==> src/rtl/atb_pkg.sv <==
// Shared ATB widths, flush FSM encoding and the reserved trace-ID check.
package atb_pkg;
   localparam int ATB_DATA_W  = 32;
   localparam int ATB_BYTES_W = 3;
   localparam int ATB_ID_W    = 7;

   typedef enum logic [1:0] {
      IDLE  = 2'd0,
      DRAIN = 2'd1,
      ACK   = 2'd2
   } flush_state_e;

   // IDs 0x00, 0x70-0x7C, 0x7E and 0x7F are reserved by the trace architecture
   function automatic logic atid_reserved(input logic [ATB_ID_W-1:0] id);
      return (id == 7'h00) || ((id >= 7'h70) && (id <= 7'h7C)) || (id >= 7'h7E);
   endfunction
endpackage

==> src/rtl/atb_if.sv <==
// ATB bundle between a trace source (master) and a trace sink (slave).
interface atb_if;
   import atb_pkg::*;

   logic [ATB_DATA_W-1:0]  atdata;
   logic [ATB_BYTES_W-1:0] atbytes;
   logic [ATB_ID_W-1:0]    atid;
   logic                   atvalid;
   logic                   atready;
   logic                   afvalid;
   logic                   afready;
   logic                   syncreq;
   logic                   atwakeup;

   modport master (
      output atdata, atbytes, atid, atvalid, afready, atwakeup,
      input  atready, afvalid, syncreq
   );

   modport slave (
      input  atdata, atbytes, atid, atvalid, afready, atwakeup,
      output atready, afvalid, syncreq
   );
endinterface

==> src/rtl/atb_sync_fifo.sv <==
// Small FIFO with clock enable. Pointers carry an extra wrap bit so full and
// empty are distinguishable; the head is read combinationally so the consumer
// can register it on the very next edge.
module atb_sync_fifo #(
   parameter int DEPTH = 4,
   parameter int WIDTH = 35
) (
   input  logic             clk,
   input  logic             rst_n,
   input  logic             clken_i,
   input  logic             push_i,
   input  logic [WIDTH-1:0] wdata_i,
   input  logic             pop_i,
   output logic [WIDTH-1:0] rdata_o,
   output logic             full_o,
   output logic             empty_o
);
   localparam int PTR_W = $clog2(DEPTH);

   logic [PTR_W:0]   wr_ptr_q, wr_ptr_d;
   logic [PTR_W:0]   rd_ptr_q, rd_ptr_d;
   logic [WIDTH-1:0] mem_q [DEPTH];
   logic             do_push, do_pop;

   assign empty_o = (wr_ptr_q == rd_ptr_q);
   assign full_o  = (wr_ptr_q[PTR_W] != rd_ptr_q[PTR_W]) &&
                    (wr_ptr_q[PTR_W-1:0] == rd_ptr_q[PTR_W-1:0]);
   assign do_pop  = pop_i && !empty_o;
   // A push into a full FIFO is fine when the head leaves in the same cycle
   assign do_push = push_i && (!full_o || do_pop);
   assign rdata_o = mem_q[rd_ptr_q[PTR_W-1:0]];

   // Pointer advance; wraps naturally because DEPTH is a power of two
   always_comb begin
      wr_ptr_d = wr_ptr_q + {{PTR_W{1'b0}}, do_push};
      rd_ptr_d = rd_ptr_q + {{PTR_W{1'b0}}, do_pop};
   end

   // Pointer registers, held while the clock enable is low
   always_ff @(posedge clk or negedge rst_n) begin
      if (!rst_n) begin
         wr_ptr_q <= '0;
         rd_ptr_q <= '0;
      end else if (clken_i) begin
         wr_ptr_q <= wr_ptr_d;
         rd_ptr_q <= rd_ptr_d;
      end
   end

   // Storage array, no reset so it maps onto distributed RAM
   always_ff @(posedge clk) begin
      if (clken_i && do_push) begin
         mem_q[wr_ptr_q[PTR_W-1:0]] <= wdata_i;
      end
   end
endmodule

==> src/rtl/atb_trace_source.sv <==
// ATB trace source: buffers generator words, drives them onto ATB, services
// sink flushes and latches sync requests. Optional transfer/drop/flush
// counters are compiled in with ATB_TRACE_SOURCE_STATS_EN.
module atb_trace_source
   import atb_pkg::*;
#(
   parameter int DEPTH   = 4,
   parameter int DATA_W  = ATB_DATA_W,
   parameter int BYTES_W = ATB_BYTES_W
) (
   input  logic                atclk,
   input  logic                atresetn,
   input  logic                atclken,
   input  logic                in_valid,
   output logic                in_ready,
   input  logic [DATA_W-1:0]   in_data,
   input  logic [BYTES_W-1:0]  in_bytes,
   input  logic [ATB_ID_W-1:0] cfg_atid,
   input  logic                cfg_en,
   output logic                cfg_err,
   atb_if.master               atb,
   output logic                sync_pending,
   input  logic                sync_ack
`ifdef ATB_TRACE_SOURCE_STATS_EN
   ,
   output logic [31:0]         stat_xfer,
   output logic [15:0]         stat_drop,
   output logic [15:0]         stat_flush
`endif
);
   localparam int ENTRY_W = DATA_W + BYTES_W;

   flush_state_e          state_q, state_d;
   logic                  fifo_full, fifo_empty, fifo_push, fifo_pop;
   logic [ENTRY_W-1:0]    fifo_wdata, fifo_rdata;
   logic [BYTES_W-1:0]    bytes_sat;
   logic                  tx_en, load, discard, xfer, in_accept;
   logic                  flush_ack, drain_mode, accept_block;
   logic                  atvalid_q, atvalid_d;
   logic [DATA_W-1:0]     atdata_q, atdata_d;
   logic [BYTES_W-1:0]    atbytes_q, atbytes_d;
   logic [ATB_ID_W-1:0]   atid_q, atid_d;
   logic                  cfg_err_q, sync_pending_q, atwakeup_q;

   // Reserved IDs are checked combinationally too so a freshly enabled bad ID
   // never slips a word out before cfg_err registers
   assign tx_en      = cfg_en && !cfg_err_q && !atid_reserved(cfg_atid);
   assign in_ready   = atresetn && !fifo_full && !accept_block;
   assign in_accept  = in_valid && in_ready;
   assign bytes_sat  = (in_bytes > BYTES_W'(3)) ? BYTES_W'(3) : in_bytes;
   // Zero words are padding: accepted but never stored
   assign fifo_push  = in_accept && (in_data != '0);
   assign fifo_wdata = {in_data, bytes_sat};
   assign xfer       = atvalid_q && atb.atready;
   assign load       = tx_en && !fifo_empty && (!atvalid_q || atb.atready);
   // A flush while transmission is blocked throws the queue away instead
   assign discard    = drain_mode && !tx_en && !fifo_empty;
   assign fifo_pop   = load || discard;

   atb_sync_fifo #(
      .DEPTH (DEPTH),
      .WIDTH (ENTRY_W)
   ) u_fifo (
      .clk     (atclk),
      .rst_n   (atresetn),
      .clken_i (atclken),
      .push_i  (fifo_push),
      .wdata_i (fifo_wdata),
      .pop_i   (fifo_pop),
      .rdata_o (fifo_rdata),
      .full_o  (fifo_full),
      .empty_o (fifo_empty)
   );

   // Flush state register
   always_ff @(posedge atclk or negedge atresetn) begin
      if (!atresetn)    state_q <= IDLE;
      else if (atclken) state_q <= state_d;
   end

   // Flush next state: drain until FIFO and output register are both clear
   always_comb begin
      state_d = state_q;
      case (state_q)
         IDLE:    if (atb.afvalid) state_d = DRAIN;
         DRAIN:   if (fifo_empty && (!atvalid_q || atb.atready)) state_d = ACK;
         ACK:     state_d = IDLE;
         default: state_d = IDLE;
      endcase
   end

   // Flush outputs decoded from the state
   always_comb begin
      flush_ack    = (state_q == ACK);
      drain_mode   = (state_q == DRAIN);
      accept_block = (state_q == ACK);
   end

   // Output register: load from head when free or being consumed, else hold
   always_comb begin
      atvalid_d = atvalid_q;
      atdata_d  = atdata_q;
      atbytes_d = atbytes_q;
      atid_d    = atid_q;
      if (load) begin
         atvalid_d = 1'b1;
         atdata_d  = fifo_rdata[ENTRY_W-1:BYTES_W];
         atbytes_d = fifo_rdata[BYTES_W-1:0];
         atid_d    = cfg_atid;
      end else if (xfer) begin
         atvalid_d = 1'b0;
      end
   end

   // ATB output and status registers
   always_ff @(posedge atclk or negedge atresetn) begin
      if (!atresetn) begin
         atvalid_q      <= 1'b0;
         atdata_q       <= '0;
         atbytes_q      <= '0;
         atid_q         <= '0;
         cfg_err_q      <= 1'b0;
         sync_pending_q <= 1'b0;
         atwakeup_q     <= 1'b0;
      end else if (atclken) begin
         atvalid_q      <= atvalid_d;
         atdata_q       <= atdata_d;
         atbytes_q      <= atbytes_d;
         atid_q         <= atid_d;
         cfg_err_q      <= cfg_en && atid_reserved(cfg_atid);
         // A new request outranks a simultaneous acknowledge
         sync_pending_q <= syncreq_set(atb.syncreq, sync_ack, sync_pending_q);
         atwakeup_q     <= atvalid_q || !fifo_empty || (state_q != IDLE);
      end
   end

   function automatic logic syncreq_set(input logic req, input logic ack, input logic cur);
      return req ? 1'b1 : (ack ? 1'b0 : cur);
   endfunction

   assign atb.atvalid  = atvalid_q;
   assign atb.atdata   = atdata_q;
   assign atb.atbytes  = atbytes_q;
   assign atb.atid     = atid_q;
   assign atb.afready  = flush_ack;
   assign atb.atwakeup = atwakeup_q;
   assign cfg_err      = cfg_err_q;
   assign sync_pending = sync_pending_q;

`ifdef ATB_TRACE_SOURCE_STATS_EN
   logic [31:0] stat_xfer_q;
   logic [15:0] stat_drop_q, stat_flush_q;

   // Saturating activity counters
   always_ff @(posedge atclk or negedge atresetn) begin
      if (!atresetn) begin
         stat_xfer_q  <= '0;
         stat_drop_q  <= '0;
         stat_flush_q <= '0;
      end else if (atclken) begin
         if (xfer && (stat_xfer_q != '1))                        stat_xfer_q  <= stat_xfer_q + 32'd1;
         if (in_accept && (in_data == '0) && (stat_drop_q != '1)) stat_drop_q  <= stat_drop_q + 16'd1;
         if (flush_ack && (stat_flush_q != '1))                  stat_flush_q <= stat_flush_q + 16'd1;
      end
   end

   assign stat_xfer  = stat_xfer_q;
   assign stat_drop  = stat_drop_q;
   assign stat_flush = stat_flush_q;
`endif
endmodule
==> src/flat_wrapper.sv <==
// flat-port wrapper written by rule: the top's interface ports become plain ports
module atb_trace_source_flat import atb_pkg::*;
#(
   parameter int DEPTH   = 4,
   parameter int DATA_W  = ATB_DATA_W,
   parameter int BYTES_W = ATB_BYTES_W
)
  (atclk, atresetn, atclken, in_valid, in_ready, in_data, in_bytes, cfg_atid, cfg_en, cfg_err, sync_pending, sync_ack, atb_atdata, atb_atbytes, atb_atid, atb_atvalid, atb_afready, atb_atwakeup, atb_atready, atb_afvalid, atb_syncreq);
  atb_if atb_i ();
  input  logic atclk;
  input  logic atresetn;
  input  logic atclken;
  input  logic in_valid;
  output logic in_ready;
  input  logic [DATA_W-1:0] in_data;
  input  logic [BYTES_W-1:0] in_bytes;
  input  logic [ATB_ID_W-1:0] cfg_atid;
  input  logic cfg_en;
  output logic cfg_err;
  output logic sync_pending;
  input  logic sync_ack;
  output wire logic [$bits(atb_i.atdata)-1:0] atb_atdata;
  output wire logic [$bits(atb_i.atbytes)-1:0] atb_atbytes;
  output wire logic [$bits(atb_i.atid)-1:0] atb_atid;
  output wire logic [$bits(atb_i.atvalid)-1:0] atb_atvalid;
  output wire logic [$bits(atb_i.afready)-1:0] atb_afready;
  output wire logic [$bits(atb_i.atwakeup)-1:0] atb_atwakeup;
  input wire logic [$bits(atb_i.atready)-1:0] atb_atready;
  input wire logic [$bits(atb_i.afvalid)-1:0] atb_afvalid;
  input wire logic [$bits(atb_i.syncreq)-1:0] atb_syncreq;
  assign atb_atdata = atb_i.atdata;
  assign atb_atbytes = atb_i.atbytes;
  assign atb_atid = atb_i.atid;
  assign atb_atvalid = atb_i.atvalid;
  assign atb_afready = atb_i.afready;
  assign atb_atwakeup = atb_i.atwakeup;
  assign atb_i.atready = atb_atready;
  assign atb_i.afvalid = atb_afvalid;
  assign atb_i.syncreq = atb_syncreq;
  atb_trace_source #(.DEPTH(DEPTH), .DATA_W(DATA_W), .BYTES_W(BYTES_W)) u_core (.atclk(atclk), .atresetn(atresetn), .atclken(atclken), .in_valid(in_valid), .in_ready(in_ready), .in_data(in_data), .in_bytes(in_bytes), .cfg_atid(cfg_atid), .cfg_en(cfg_en), .cfg_err(cfg_err), .atb(atb_i), .sync_pending(sync_pending), .sync_ack(sync_ack));
endmodule
==> config.mk <==
export PLATFORM = sky130hd
export DESIGN_NAME = atb_trace_source_flat
export DESIGN_NICKNAME = d
export VERILOG_FILES = /design/src/rtl/atb_pkg.sv /design/src/rtl/atb_if.sv /design/src/rtl/atb_sync_fifo.sv /design/src/rtl/atb_trace_source.sv /design/src/flat_wrapper.sv
export SDC_FILE = /design/constraint.sdc
export NUM_CORES = 1
export LEC_CHECK = 0
export BUFFER_PORTS_ARGS = -buffer_cell sky130_fd_sc_hd__buf_2
export CAP_MARGIN = 20
export CORE_MARGIN = 1
export CORE_UTILIZATION = 60
export CTS_CLUSTER_DIAMETER = 30
export DETAILED_ROUTE_END_ITERATION = 12
export GPL_TIMING_DRIVEN = 0
export HOLD_SLACK_MARGIN = 0.08
export MAX_ROUTING_LAYER = met4
export PLACE_DENSITY_LB_ADDON = 0.05
export RECOVER_POWER = 100
export SLEW_MARGIN = 20
export SYNTH_ARGS = -nofsm -noshare
export SYNTH_HDL_FRONTEND = slang
export SYNTH_SLANG_ARGS = --single-unit
==> constraint.sdc <==
create_clock -name atclk -period 11.4 [get_ports atclk]
set_input_delay 1.14 -clock atclk [delete_from_list [all_inputs] [get_ports atclk]]
set_output_delay 1.14 -clock atclk [all_outputs]
set_load 0.02 [all_outputs]
# ---- Word level (Yosys, flattened, before mapping)
# Memories as Yosys holds them, arrays and structs flattened. A register that Yosys moved wholly into a read port is not among the register bits.
# Cells that the tools add are included.
dict set report op_classes {
  reduce_logical 43
  n_lt_le_gt_ge 4
  n_eq_ne 7
  add_sub_neg 2
  muxes 10
}
# cell count
set op_table {}
lappend op_table {{nonzero test 32 bit} 1}
lappend op_table {{logical AND 1 bit} 18}
lappend op_table {{greater-or-equal comparator 7 bit (second input constant)} 2}
lappend op_table {{zero test 1 bit} 8}
lappend op_table {{<= comparator 7 bit (second input constant)} 1}
lappend op_table {{zero test 7 bit} 1}
lappend op_table {{logical OR 1 bit} 7}
lappend op_table {{adder 3 x 1 -> 3 bit} 2}
lappend op_table {{two-way mux 1 bit} 6}
lappend op_table {{AND reduction 2 bit} 3}
lappend op_table {{nonzero test 2 bit} 3}
lappend op_table {{two-way mux 2 bit} 2}
lappend op_table {{inequality test 2 bit (second input constant)} 2}
lappend op_table {{case mux 2 bit (2 select lines)} 1}
lappend op_table {{== test 3 bit} 1}
lappend op_table {{greater-than comparator 3 x 2 -> 1 bit (second input constant)} 1}
lappend op_table {{two-way mux 3 bit} 1}
lappend op_table {{AND reduction 3 bit} 1}
lappend op_table {{== test 2 x 1 -> 1 bit (second input constant)} 1}
lappend op_table {{== test 2 bit} 1}
lappend op_table {{== test 2 bit (second input constant)} 1}
lappend op_table {{zero test 2 bit} 1}
lappend op_table {{inequality test 1 bit} 1}
dict set report totals {
  ramBits 140
  mem_count 1
  in_bits 51
  register_bits 19
  wordCells 75
}
# name depth width read_ports rd_clocked_by_memory_dff write_ports line
set mem_list {}
lappend mem_list {u_core.u_fifo.mem_q 4 35 1 1 1 atb_sync_fifo.sv:22} ;# logic [WIDTH-1:0] mem_q [DEPTH];

# ---- Longest topological paths before layout
# Gate-level depths: netlist (run 1).
dict set report logic_depth {
  ltp_word 16
  mapped_depth 9
  mapped_depth_nobuf 8
}

# ---- Modules after synthesis
# A second synthesis (run 1) with hierarchy kept.
dict set report hier_totals {
  cells_unflattened 360
  hier_area_um2 7658.6
}
# module area_each_um2 cells_each seq_area_each_um2 n_inst
set modules_own_cells {}
lappend modules_own_cells {atb_sync_fifo 5476.5 216 4354.2 1}
lappend modules_own_cells {atb_trace_source 2182.1 144 1201.2 1}

# ---- Worst setup path after synthesis (run 1)
# OpenSTA, ideal clock, no wires.
dict set report synth_timing {
  path_kind {input -> register}
  startpoint {input port atresetn}
  endpoint {memory u_core.u_fifo.mem_q[1][0], enable pin}
  arrival_time_ps 5821
  path_buffers 0
  slack_ps 5051
  required_time_ps 10873
  stages 4
  path_cell_list {inv_1 -> a311oi_1 -> o211ai_1 -> nor4b_1}
}
dict set report synth_between {
  elab_chain_len 8
}
# item line
set synth_lines {}
lappend synth_lines {{start, declared} flat_wrapper.sv:11} ;# input logic atresetn;
lappend synth_lines {{logical AND 1 bit (2 in series)} atb_trace_source.sv:48} ;# assign in_ready = atresetn && !fifo_full && !accept_block;
lappend synth_lines {{via in_ready} flat_wrapper.sv:14} ;# output logic in_ready;
lappend synth_lines {{logical AND 1 bit} atb_trace_source.sv:49} ;# assign in_accept = in_valid && in_ready;
lappend synth_lines {{logical AND 1 bit} atb_trace_source.sv:52} ;# assign fifo_push = in_accept && (in_data != '0);
lappend synth_lines {{logical AND 1 bit} atb_sync_fifo.sv:30} ;# assign do_push = push_i && (!full_o || do_pop);
lappend synth_lines {{logical AND 1 bit} atb_sync_fifo.sv:52} ;# if (clken_i && do_push) begin
lappend synth_lines {{two-way mux 1 bit} atb_sync_fifo.sv:52}
lappend synth_lines {{two-way mux 1 bit (implied by the code)} atb_sync_fifo.sv:53} ;# mem_q[wr_ptr_q[PTR_W-1:0]] <= wdata_i;
lappend synth_lines {{end, declared} atb_sync_fifo.sv:22}
# The timed path passes the listed nets, and every way through them passes these cells.

# ---- Worst setup path in the final report (run 1)
dict set report layout_timing {
  startpoint {input port atresetn}
  endpoint {memory u_core.u_fifo.mem_q[3][19], enable pin}
}
dict set report layout_between {
  elab_chain_len 8
}
# item line
set layout_lines {}
lappend layout_lines {{logical AND 1 bit (2 in series)} atb_trace_source.sv:48}
lappend layout_lines {{logical AND 1 bit} atb_trace_source.sv:49}
lappend layout_lines {{logical AND 1 bit} atb_trace_source.sv:52}
lappend layout_lines {{logical AND 1 bit} atb_sync_fifo.sv:30}
lappend layout_lines {{logical AND 1 bit} atb_sync_fifo.sv:52}
lappend layout_lines {{two-way mux 1 bit} atb_sync_fifo.sv:52}
lappend layout_lines {{two-way mux 1 bit (implied by the code)} atb_sync_fifo.sv:53}
# Every way passes these cells.

==> flow_metrics.py, run 1 <==
metrics = {
    "worst_setup_path": {
        "critical_path.max_fanout": 55,
        "max_stage_delay_ns": 2.20,
        "worstReg2RegEnd": "u_core.u_fifo.mem_q[3][19]",
        "cell_mode_on_critical_path": "sky130_fd_sc_hd__clkbuf_1",
        "setup.worst_path.class": "primary input to register",
        "setup.worst_path.start_class": "primary input",
        "worst_reg_to_reg_setup_slack_ns": 7.13,
        "worstRegToRegCells": 6,
        "crit_path_top_delay_cell": "sky130_fd_sc_hd__clkbuf_1",
        "required_ns": 11.45,
        "endpoint_kind": "register",
        "crit_path_cell_trace": "clkbuf_1, inv_1, a311oi_1, o211ai_1, nor2_1, clkbuf_1",
        "worst-endpoint-arrival_ns": 6.60,
        "critical_path.reg2reg.startpoint": "u_core.u_fifo.rd_ptr_q[0]",
    },
    "sta": {
        "final.period_utilization": 0.575,
        "timing.hold.ws_ns": 0.490,
        "timing.slew.headroom": -1.12,
        "final_hold_viol_count": 0,
        "clock-skew-final_ns": 0.00676,
        "timing.final.max_slew_violations": 74,
        "maxClockFrequency_mhz": 153,
        "timing_worst_slew_pin_value_ns": 3.18,
        "timing.final.crit_period_ns": 6.55,
        "setup_viol_count_final": 0,
        "setup_repair_after_global_routing_missed_its_margin": "false",
        "finalSetupTns_ns": 0,
    },
    "grt": {
        "grt_antenna_before_repair": 0,
        "grt_pass1_wl_mm": 22.3,
        "grt_max_degree": 56,
        "grt.overflow.total": 0,
        "via_count_of_the_first_global_routing_pass": 3933,
        "globalRouteTotalUtil": 0.257,
    },
    "yosys": {
        "syn-instance-count": 363,
        "synth-seq-cells": 194,
        "largest_family_of_logic_cells_by_synthesized_area": "multiplexers",
        "synth_seq_area_share": 0.749,
        "async_reset_ff_frac": 0.278,
        "yosys_warnings": 0,
        "post_synth_xor_area_fraction": 0.00708,
        "yosysTopAreaCellShare": 0.567,
        "synth-edff-count": 140,
        "synthSimpleGateAreaFrac": 0.0307,
        "portion_of_netlist_area_occupied_by_mux_cells": 0.175,
        "synth_top_cells_by_count": "sky130_fd_sc_hd__edfxtp_1 (140), sky130_fd_sc_hd__dfrtp_1 (54), sky130_fd_sc_hd__mux2_1 (39)",
        "average_cell_area_after_synthesis_sq_um": 20.4,
        "post_synth_instance_area_sq_mm": 0.00742,
        "primary_flip_flop_cell_chosen_by_synthesis_mapping": "sky130_fd_sc_hd__edfxtp_1",
        "synth_top_cell_by_area": "sky130_fd_sc_hd__edfxtp_1",
        "share_of_synthesized_cell_area_in_full_adder_half_adder_and_majority_cells": 0.00675,
        "compound_gate_portion_of_the_synthesized_area": 0.0177,
        "ys_types": 39,
        "yosysMostFrequentCell": "sky130_fd_sc_hd__edfxtp_1",
        "synth_area_leaders": "sky130_fd_sc_hd__edfxtp_1 (57%), sky130_fd_sc_hd__dfrtp_1 (18%), sky130_fd_sc_hd__mux4_2 (11%)",
    },
    "route": {
        "vias": 3941,
        "detailedRoute.firstPassIterationCount": 4,
        "routed_wl_mm": 14.5,
        "drc": 0,
        "route.antenna.remaining_nets": 0,
        "post_drt_via_cell_ratio": 5.93,
        "drtIter0Drc": 265,
        "wl_per_cell_um": 21.8,
    },
    "final_layout": {
        "final_layout_size_suffix_gt1_frac": 0.183,
        "nFillCells": 816,
        "n_antenna_cell": 0,
        "net_count_of_the_finished_layout": 560,
        "synthToLayoutAreaGrowth_pct": 16.7,
    },
    "run_status": {
        "violations": "max-capacitance violations, max-slew violations",
        "status": "finished, violations left",
    },
    "power": {
        "clkPwrFrac": 0.281,
        "comb_power_share": 0.278,
        "p_sw_frac": 0.312,
        "pwr_density_cell_mw_per_mm2": 250,
        "power.ir.vdd_worst_uv": 208,
        "leakage_uw": 0.00302,
        "net-switching-power_uw": 676,
        "power.sequential.fraction": 0.441,
        "power_report.internal_total_uw": 1490,
    },
    "worst_hold_path": {
        "hold_path.startpoint": "u_core.atb.atdata[31]",
        "whs_endpoint": "u_core.atb.atdata[31]",
        "worst_hold_path_type": "register to register",
        "hold_path_depth": 1,
    },
    "floorplan": {
        "placeableCoreArea_sq_mm": 0.0120,
        "die_area_sq_mm": 0.0128,
        "start_util": 0.618,
        "rows": 40,
        "top_level_ports": 99,
        "die_w_um": 113,
        "chipHeight_um": 113,
    },
    "placed_design": {
        "place.detailed.hpwl_mm": 9.85,
        "place.gp.congestion": 0.801,
        "io_buffer_count": 97,
    },
    "clock_network": {
        "cts_num_sinks": 194,
        "post_cts_hold_buffer_count": 0,
        "cts_buffer_depth": 2,
        "cts-htree-levels": 4,
        "cts.reportedPaths.clkPinSlew_ns": 0.07,
        "cts_setup_buffers": 0,
        "cts-buffers-inserted": 17,
        "postCtsResizedCells": 0,
        "buffer_cell_driving_the_clock_tree_root": "sky130_fd_sc_hd__clkbuf_16",
        "clkLatencyLatePin_ns": 0.43,
        "cts_tree": "yes",
    },
    "flow_run": {
        "max-cap-violations": 2,
    },
}
==> cells in the final DEF (no fill, tap or decap), types with 2 or more instances in the layout <==
cell type,count
sky130_fd_sc_hd__inv_8,2
sky130_fd_sc_hd__nor4_1,11
sky130_fd_sc_hd__or2_2,2
sky130_fd_sc_hd__inv_1,7
sky130_fd_sc_hd__buf_2,19
sky130_fd_sc_hd__xnor2_1,5
sky130_fd_sc_hd__nand2_1,9
sky130_fd_sc_hd__dfrtp_1,54
sky130_fd_sc_hd__nand3_1,2
sky130_fd_sc_hd__nand4_1,3
sky130_fd_sc_hd__mux2_1,39
sky130_fd_sc_hd__and3_1,2
sky130_fd_sc_hd__nor2_1,4
sky130_fd_sc_hd__inv_6,4
sky130_fd_sc_hd__ha_1,4
sky130_fd_sc_hd__edfxtp_1,140
sky130_fd_sc_hd__nand2b_1,2
sky130_fd_sc_hd__clkbuf_1,113
sky130_fd_sc_hd__mux4_2,35
sky130_fd_sc_hd__clkbuf_16,17
sky130_fd_sc_hd__mux2_2,6
sky130_fd_sc_hd__bufinv_16,3
sky130_fd_sc_hd__a21oi_1,2
sky130_fd_sc_hd__conb_1,4
sky130_fd_sc_hd__clkinv_2,4
sky130_fd_sc_hd__o21ai_0,5
==> per-stage QoR <==
step / total power (uW) / util / std cells / worst slack, ns / area (sq um)
finish: 2170 / 0.721 / 665 / 4.85 / 8650
global route: 2270 / 0.721 / 665 / 3.97 / 8650
CTS: 2220 / 0.739 / 665 / 7.45 / 8880
detailed placement: 1610 / 0.689 / 633 / 7.01 / 8280
global placement: 1590 / 0.674 / 610 / 1.13 / 8100
floorplan: 1400 / - / 366 / 5.05 / 7430
==> power groups by stage <==
stage          clock (uW)  combinational [uW]  sequential (uW)
5_1_grt               642                 656              970
3_5_place_dp            0                 647              967
3_3_place_gp            0                 625              967
2_1_floorplan           0                 340             1060
4_1_cts               617                 649              954
6_report              609                 602              955
==> sequential cells by signal, indices dropped and copies added (netlist names) <==
name	count
u_core.sync_pending	1
u_core.cfg_err	1
u_core.state_q	2
u_core.atb.atwakeup	1
u_core.atb.atvalid	1
u_core.u_fifo.wr_ptr_q	3
u_core.atb.atbytes	3
u_core.u_fifo.mem_q	140
u_core.u_fifo.rd_ptr_q	3
u_core.atb.atid	7
u_core.atb.atdata	32
==> how the worst max path moves through the flow <==
stage          slack, ns  depth (start not counted)      from                          to
6_report            4.85                          6  atresetn  u_core.u_fifo.mem_q[3][19]
3_5_place_dp        7.01                          9  atresetn  u_core.u_fifo.mem_q[0][17]
4_1_cts             7.45                          9  atresetn   u_core.u_fifo.mem_q[0][5]
3_3_place_gp        1.13                          5  atresetn   u_core.u_fifo.mem_q[1][0]
2_1_floorplan       5.05                          4  atresetn   u_core.u_fifo.mem_q[1][0]
5_1_grt             3.97                          6  atresetn   u_core.u_fifo.mem_q[3][5]
==> kinds of logic (layout without fill, tap and decap cells) <==
kind of cell | count (synthesis) | after routing
other cells | 1 | 4
xor+xnor | 6 | 6
fa+ha+maj | 4 | 4
compound gates | 17 | 17
flops | 194 | 194
buf+inv | 21 | 173
mux | 80 | 80
simple gates | 40 | 40
==> cell type report <==
cell class              instances  area (sq um)  area share
inverters                       7          26.3     0.00304
flip-flops and latches        194          5560       0.642
multi-input cells             151          1750       0.203
clock inverters                15           179      0.0207
repair buffers                120           469      0.0542
plain buffers                  14          61.3     0.00708
clock buffers                  17           425      0.0492
well taps                     147           184      0.0213
==> metal layers <==
metal,global-route usage,up-vias,part of all wire
met5,-,-,0
met4,0.106,0,0.024
met3,0.0653,24,0.050
met2,0.402,143,0.50
met1,0.325,2031,0.42
li1,-,1743,-
==> critical path, delay by kind of cell <==
| kind | cells | cell delay (ns) |
|---|---|---|
| and+or+nand+nor | 1 | 1.39 |
| AOI/OAI and AO/OA | 2 | 0.74 |
| buffers and inverters | 3 | 3.31 |
Power figures use the tool's default switching activity.
==> run 2: changes to the inputs <==
Settings changed: CORE_UTILIZATION 60 to 51.
Clock period 11.4 ns to 5.8 ns, I/O delays scaled along.
==> flow_metrics.py, run 2 (same netlist as run 1, synthesis figures left out) <==
metrics = {
    "final_layout": {
        "mostFrequentLayoutCell": "sky130_fd_sc_hd__edfxtp_1",
        "footprint_of_the_multi_input_gates_sq_mm": 0.00178,
        "highest_count_cells_in_the_layout_ignoring_fill_and_taps": "sky130_fd_sc_hd__edfxtp_1 (140), sky130_fd_sc_hd__clkbuf_1 (103), sky130_fd_sc_hd__dfrtp_1 (54)",
        "finalCoreUtilization": 0.622,
        "net_count_of_the_finished_layout": 554,
        "area.sequential_sq_mm": 0.00556,
        "final_layout_size_suffix_gt1_frac": 0.199,
        "synthToLayoutAreaGrowth_pct": 17.8,
        "largest_reg_flops": 140,
        "nFillCells": 1079,
    },
    "route": {
        "drc": 0,
        "route.antenna.remaining_nets": 0,
        "vias": 3798,
        "drtIter0Drc": 257,
        "post_drt_via_cell_ratio": 5.48,
        "detailedRoute.firstPassIterationCount": 4,
        "wl_per_cell_um": 20.4,
        "routed_wl_mm": 14.1,
    },
    "worst_setup_path": {
        "critical_path.max_fanout": 10,
        "setup.worst_path.class": "register to register",
        "worst-endpoint-arrival_ns": 4.29,
        "required_ns": 5.89,
        "worst_reg_to_reg_setup_slack_ns": 1.60,
        "setup.worst_path.start_class": "register",
        "endpoint_kind": "register",
    },
    "sta": {
        "setup_viol_count_final": 0,
        "final_hold_viol_count": 0,
        "timing.final.max_slew_violations": 14,
        "timing.slew.headroom": -0.0427,
        "clock-skew-final_ns": 0.00707,
        "timing.final.crit_period_ns": 4.20,
        "final.period_utilization": 0.724,
        "timing.hold.ws_ns": 0.240,
        "setup_repair_after_global_routing_missed_its_margin": "false",
        "finalSetupTns_ns": 0,
        "maxClockFrequency_mhz": 238,
        "timing_worst_slew_pin_value_ns": 1.56,
    },
    "power": {
        "power.sequential.fraction": 0.442,
        "report.power.total_uw": 4250,
        "clkPwrFrac": 0.281,
        "net-switching-power_uw": 1290,
        "power_report.internal_total_uw": 2960,
        "pwr_density_cell_mw_per_mm2": 486,
        "comb_power_share": 0.278,
        "leakage_uw": 0.00304,
        "power.ir.vdd_worst_uv": 267,
        "p_sw_frac": 0.303,
    },
    "placed_design": {
        "place.detailed.hpwl_mm": 9.63,
        "place.gp.congestion": 0.785,
        "io_buffer_count": 97,
    },
    "floorplan": {
        "start_util": 0.528,
        "chipHeight_um": 123,
        "rows": 43,
        "die_area_sq_mm": 0.0150,
        "top_level_ports": 99,
        "die_w_um": 123,
        "placeableCoreArea_sq_mm": 0.0140,
    },
    "flow_run": {
        "max-cap-violations": 1,
    },
    "clock_network": {
        "cts_setup_buffers": 0,
        "cts_tree": "yes",
        "cts_num_sinks": 194,
        "cts_buffer_depth": 2,
        "cts-htree-levels": 4,
        "post_cts_hold_buffer_count": 0,
        "clkLatencyLatePin_ns": 0.42,
        "buffer_cell_driving_the_clock_tree_root": "sky130_fd_sc_hd__clkbuf_16",
        "postCtsResizedCells": 0,
        "cts.reportedPaths.clkPinSlew_ns": 0.06,
        "cts-buffers-inserted": 17,
    },
    "grt": {
        "globalRouteTotalUtil": 0.214,
        "via_count_of_the_first_global_routing_pass": 3914,
        "grt.overflow.total": 0,
        "grt_antenna_before_repair": 1,
        "grt_pass1_wl_mm": 21.7,
        "grt_max_degree": 56,
    },
    "run_status": {
        "violations": "max-capacitance violations, max-slew violations",
        "status": "finished, violations left",
    },
    "worst_hold_path": {
        "worst_hold_path_type": "primary input to async pin",
    },
}
run 2: path summary, 6_finish.rpt:
check / from / to / cells past startpoint
max reg2reg: u_core.u_fifo.rd_ptr_q[0] / u_core.u_fifo.mem_q[2][13] / 8
min: atresetn / u_core.u_fifo.rd_ptr_q[2] / 1
min reg2reg: u_core.atb.atdata[25] / u_core.atb.atdata[25] / 1
max in group asynchronous: atresetn / u_core.atb.atdata[13] / 1
min in group atclk: atb_syncreq / u_core.sync_pending / 2
max: u_core.u_fifo.rd_ptr_q[0] / u_core.u_fifo.mem_q[2][13] / 8
run 2: per-layer routing:
layer	vias to the layer above	wire length, um	global-route usage
met3	15	780	0.0567
met1	1945	5890	0.258
met2	107	7220	0.349
met4	0	214	0.0732
li1	1731	-	-
met5	-	0	-
run 2: final cells by class:
| class | count | area share |
|---|---|---|
| multi-input cells | 151 | 0.204 |
| well taps | 180 | 0.0258 |
| clock inverters | 8 | 0.0145 |
| clock buffers | 24 | 0.0551 |
| inverters | 7 | 0.00301 |
| diodes | 1 | 0.000286 |
| repair buffers | 114 | 0.0550 |
| plain buffers | 14 | 0.00659 |
| flip-flops and latches | 194 | 0.636 |
run 2: worst max-delay path: stages (launching register included):
cell and delay (ns):
sky130_fd_sc_hd__dfrtp_1 0.34, sky130_fd_sc_hd__clkbuf_1 0.55, sky130_fd_sc_hd__xnor2_1 0.27, sky130_fd_sc_hd__a311oi_1 0.50
sky130_fd_sc_hd__o211ai_1 0.33, sky130_fd_sc_hd__nor4_1 0.91, sky130_fd_sc_hd__clkbuf_1 0.39, sky130_fd_sc_hd__buf_4 0.24
sky130_fd_sc_hd__clkbuf_1 0.33
run 2: power by group through the flow:
stage	clock network (uW)	logic (uW)	registers, uW
final	1190	1180	1880
after CTS	1220	1280	1880
after global placement	0	1230	1900
after floorplan	0	669	2080
after detailed placement	0	1270	1900
after global routing	1270	1300	1910
run 2: stage by stage:
| stage | std cells | setup slack, ns | area, sq um |
|---|---|---|---|
| finish | 693 | 1.60 | 8740 |
| global route | 693 | 1.07 | 8740 |
| CTS | 692 | 2.34 | 8910 |
| detailed placement | 660 | 1.89 | 8310 |
| global placement | 643 | -3.46 | 8150 |
| floorplan | 366 | 0.104 | 7440 |
==> run 3: changes to the inputs <==
Settings changed: CORE_UTILIZATION 51 to 57.
Clock period 5.8 ns to 4.39 ns, I/O delays scaled along.
==> flow_metrics.py, run 3 (same netlist as run 1, synthesis figures left out) <==
metrics = {
    "run_status": {
        "status": "finished, violations left",
        "violations": "max-capacitance violations, max-slew violations",
    },
    "clock_network": {
        "post_cts_hold_buffer_count": 0,
        "cts-buffers-inserted": 17,
        "cts.reportedPaths.clkPinSlew_ns": 0.07,
        "buffer_cell_driving_the_clock_tree_root": "sky130_fd_sc_hd__clkbuf_16",
        "postCtsResizedCells": 0,
        "cts_buffer_depth": 2,
        "cts_tree": "yes",
        "cts_setup_buffers": 0,
        "cts_num_sinks": 194,
        "cts-htree-levels": 4,
        "clkLatencyLatePin_ns": 0.43,
    },
    "sta": {
        "maxClockFrequency_mhz": 274,
        "timing.final.max_slew_violations": 8,
        "timing.slew.headroom": -0.130,
        "timing_worst_slew_pin_value_ns": 1.67,
        "final_hold_viol_count": 0,
        "timing.final.crit_period_ns": 3.65,
        "layout_setup_ws_ns": 0.735,
        "final.period_utilization": 0.833,
        "setup_repair_after_global_routing_missed_its_margin": "false",
        "clock-skew-final_ns": 0.00638,
        "setup_viol_count_final": 0,
    },
    "final_layout": {
        "final_layout_size_suffix_gt1_frac": 0.196,
        "nFillCells": 928,
        "highest_count_cells_in_the_layout_ignoring_fill_and_taps": "sky130_fd_sc_hd__edfxtp_1 (140), sky130_fd_sc_hd__clkbuf_1 (103), sky130_fd_sc_hd__dfrtp_1 (54)",
        "n_antenna_cell": 0,
        "largest_reg_flops": 140,
        "final_cells": 686,
        "final_design_area_no_fill_sq_mm": 0.00876,
        "mostFrequentLayoutCell": "sky130_fd_sc_hd__edfxtp_1",
        "net_count_of_the_finished_layout": 556,
        "synthToLayoutAreaGrowth_pct": 18.1,
    },
    "route": {
        "drc": 0,
        "route.antenna.remaining_nets": 0,
        "routed_wl_mm": 14.0,
        "post_drt_via_cell_ratio": 5.56,
        "detailedRoute.firstPassIterationCount": 4,
        "drtIter0Drc": 243,
        "wl_per_cell_um": 20.4,
        "vias": 3815,
    },
    "placed_design": {
        "place.detailed.hpwl_mm": 9.61,
        "place.gp.congestion": 0.705,
        "placed_area_sq_mm": 0.00831,
        "placed_cells": 654,
        "place_worst_setup_slack_ns": 0.742,
        "io_buffer_count": 97,
    },
    "power": {
        "leakage_uw": 0.00307,
        "pwr_density_cell_mw_per_mm2": 650,
        "clkPwrFrac": 0.291,
        "p_sw_frac": 0.301,
        "power_report.internal_total_uw": 3980,
        "power.ir.vdd_worst_uv": 358,
        "net-switching-power_uw": 1720,
        "report.power.total_uw": 5700,
        "comb_power_share": 0.272,
        "power.sequential.fraction": 0.436,
    },
    "floorplan": {
        "start_util": 0.585,
        "top_level_ports": 99,
        "die_w_um": 116,
        "die_area_sq_mm": 0.0135,
        "chipHeight_um": 116,
        "rows": 41,
        "placeableCoreArea_sq_mm": 0.0127,
    },
    "grt": {
        "grt_pass1_wl_mm": 21.2,
        "grt.overflow.total": 0,
        "grt_antenna_before_repair": 0,
        "via_count_of_the_first_global_routing_pass": 3837,
        "grt_max_degree": 56,
        "globalRouteTotalUtil": 0.236,
    },
    "worst_setup_path": {
        "setup.worst_path.class": "register to register",
        "endpoint_kind": "register",
        "worst-endpoint-arrival_ns": 3.78,
        "setup.worst_path.start_class": "register",
        "critical_path.max_fanout": 10,
        "worst_reg_to_reg_setup_slack_ns": 0.74,
        "required_ns": 4.52,
    },
    "worst_hold_path": {
        "worst_hold_path_type": "primary input to async pin",
    },
    "flow_run": {
        "max-cap-violations": 1,
    },
}
[run 3: changes by cell type in the layout (fill, tap and decap cells not counted), sizes merged]
cell,previous run,this run
bufinv,3,5
clkinv,3,6
inv,7,9
clkinvlp,2,0
clkbuf,123,120
diode,1,0
[run 3: path summary, 6_finish.rpt]
path | end | startpoint | depth (start not counted)
worst max-delay path | u_core.u_fifo.mem_q[1][26] | u_core.u_fifo.rd_ptr_q[0] | 6
worst min-delay path | u_core.atb.atid[3] | atresetn | 1
worst max register to register | u_core.u_fifo.mem_q[1][26] | u_core.u_fifo.rd_ptr_q[0] | 6
worst min register to register | u_core.atb.atid[6] | u_core.atb.atid[6] | 1
max in group asynchronous | u_core.atb.atdata[16] | atresetn | 1
min in group atclk | u_core.sync_pending | atb_syncreq | 2
[run 3: cell type report]
class,count,area (sq um),share of cell area
Sequential cell,194,5560,0.634
Clock inverter,13,208,0.0237
Buffer,14,61.3,0.00700
Tap cell,172,215,0.0246
Inverter,7,26.3,0.00300
Multi-Input combinational cell,151,1760,0.201
Timing Repair Buffer,116,503,0.0574
Clock buffer,19,433,0.0494
[run 3: metrics by stage]
step	hold WS, ns	TNS [ns]	util
floorplan	0.143	-91.45	-
global placement	0.469	-422.94	0.642
detailed placement	0.475	0	0.656
CTS	0.107	0	0.706
global route	0.122	0	0.692
finish	0.0653	0	0.692
[run 3: worst max-delay path, stage by stage, from the launching register on]
cell,delay (ns)
sky130_fd_sc_hd__dfrtp_1,0.39
sky130_fd_sc_hd__buf_4,0.20
sky130_fd_sc_hd__xnor2_1,0.19
sky130_fd_sc_hd__a311oi_1,0.49
sky130_fd_sc_hd__o211ai_1,0.29
sky130_fd_sc_hd__nor4b_1,1.38
sky130_fd_sc_hd__buf_4,0.40
[run 3: power by group through the flow]
stage / sequential [uW] / combinational, uW / clock [uW]
after global placement: 2510 / 1600 / 0
after CTS: 2490 / 1680 / 1690
final: 2490 / 1550 / 1660
after detailed placement: 2520 / 1670 / 0
after floorplan: 2750 / 884 / 0
after global routing: 2520 / 1710 / 1740
[run 3: metal layers]
layer | vias to the layer above | share of wire | track usage
li1 | 1728 | - | -
met1 | 1963 | 0.42 | 0.291
met2 | 101 | 0.52 | 0.385
met3 | 23 | 0.042 | 0.0502
met4 | 0 | 0.018 | 0.0897
met5 | - | 0 | -
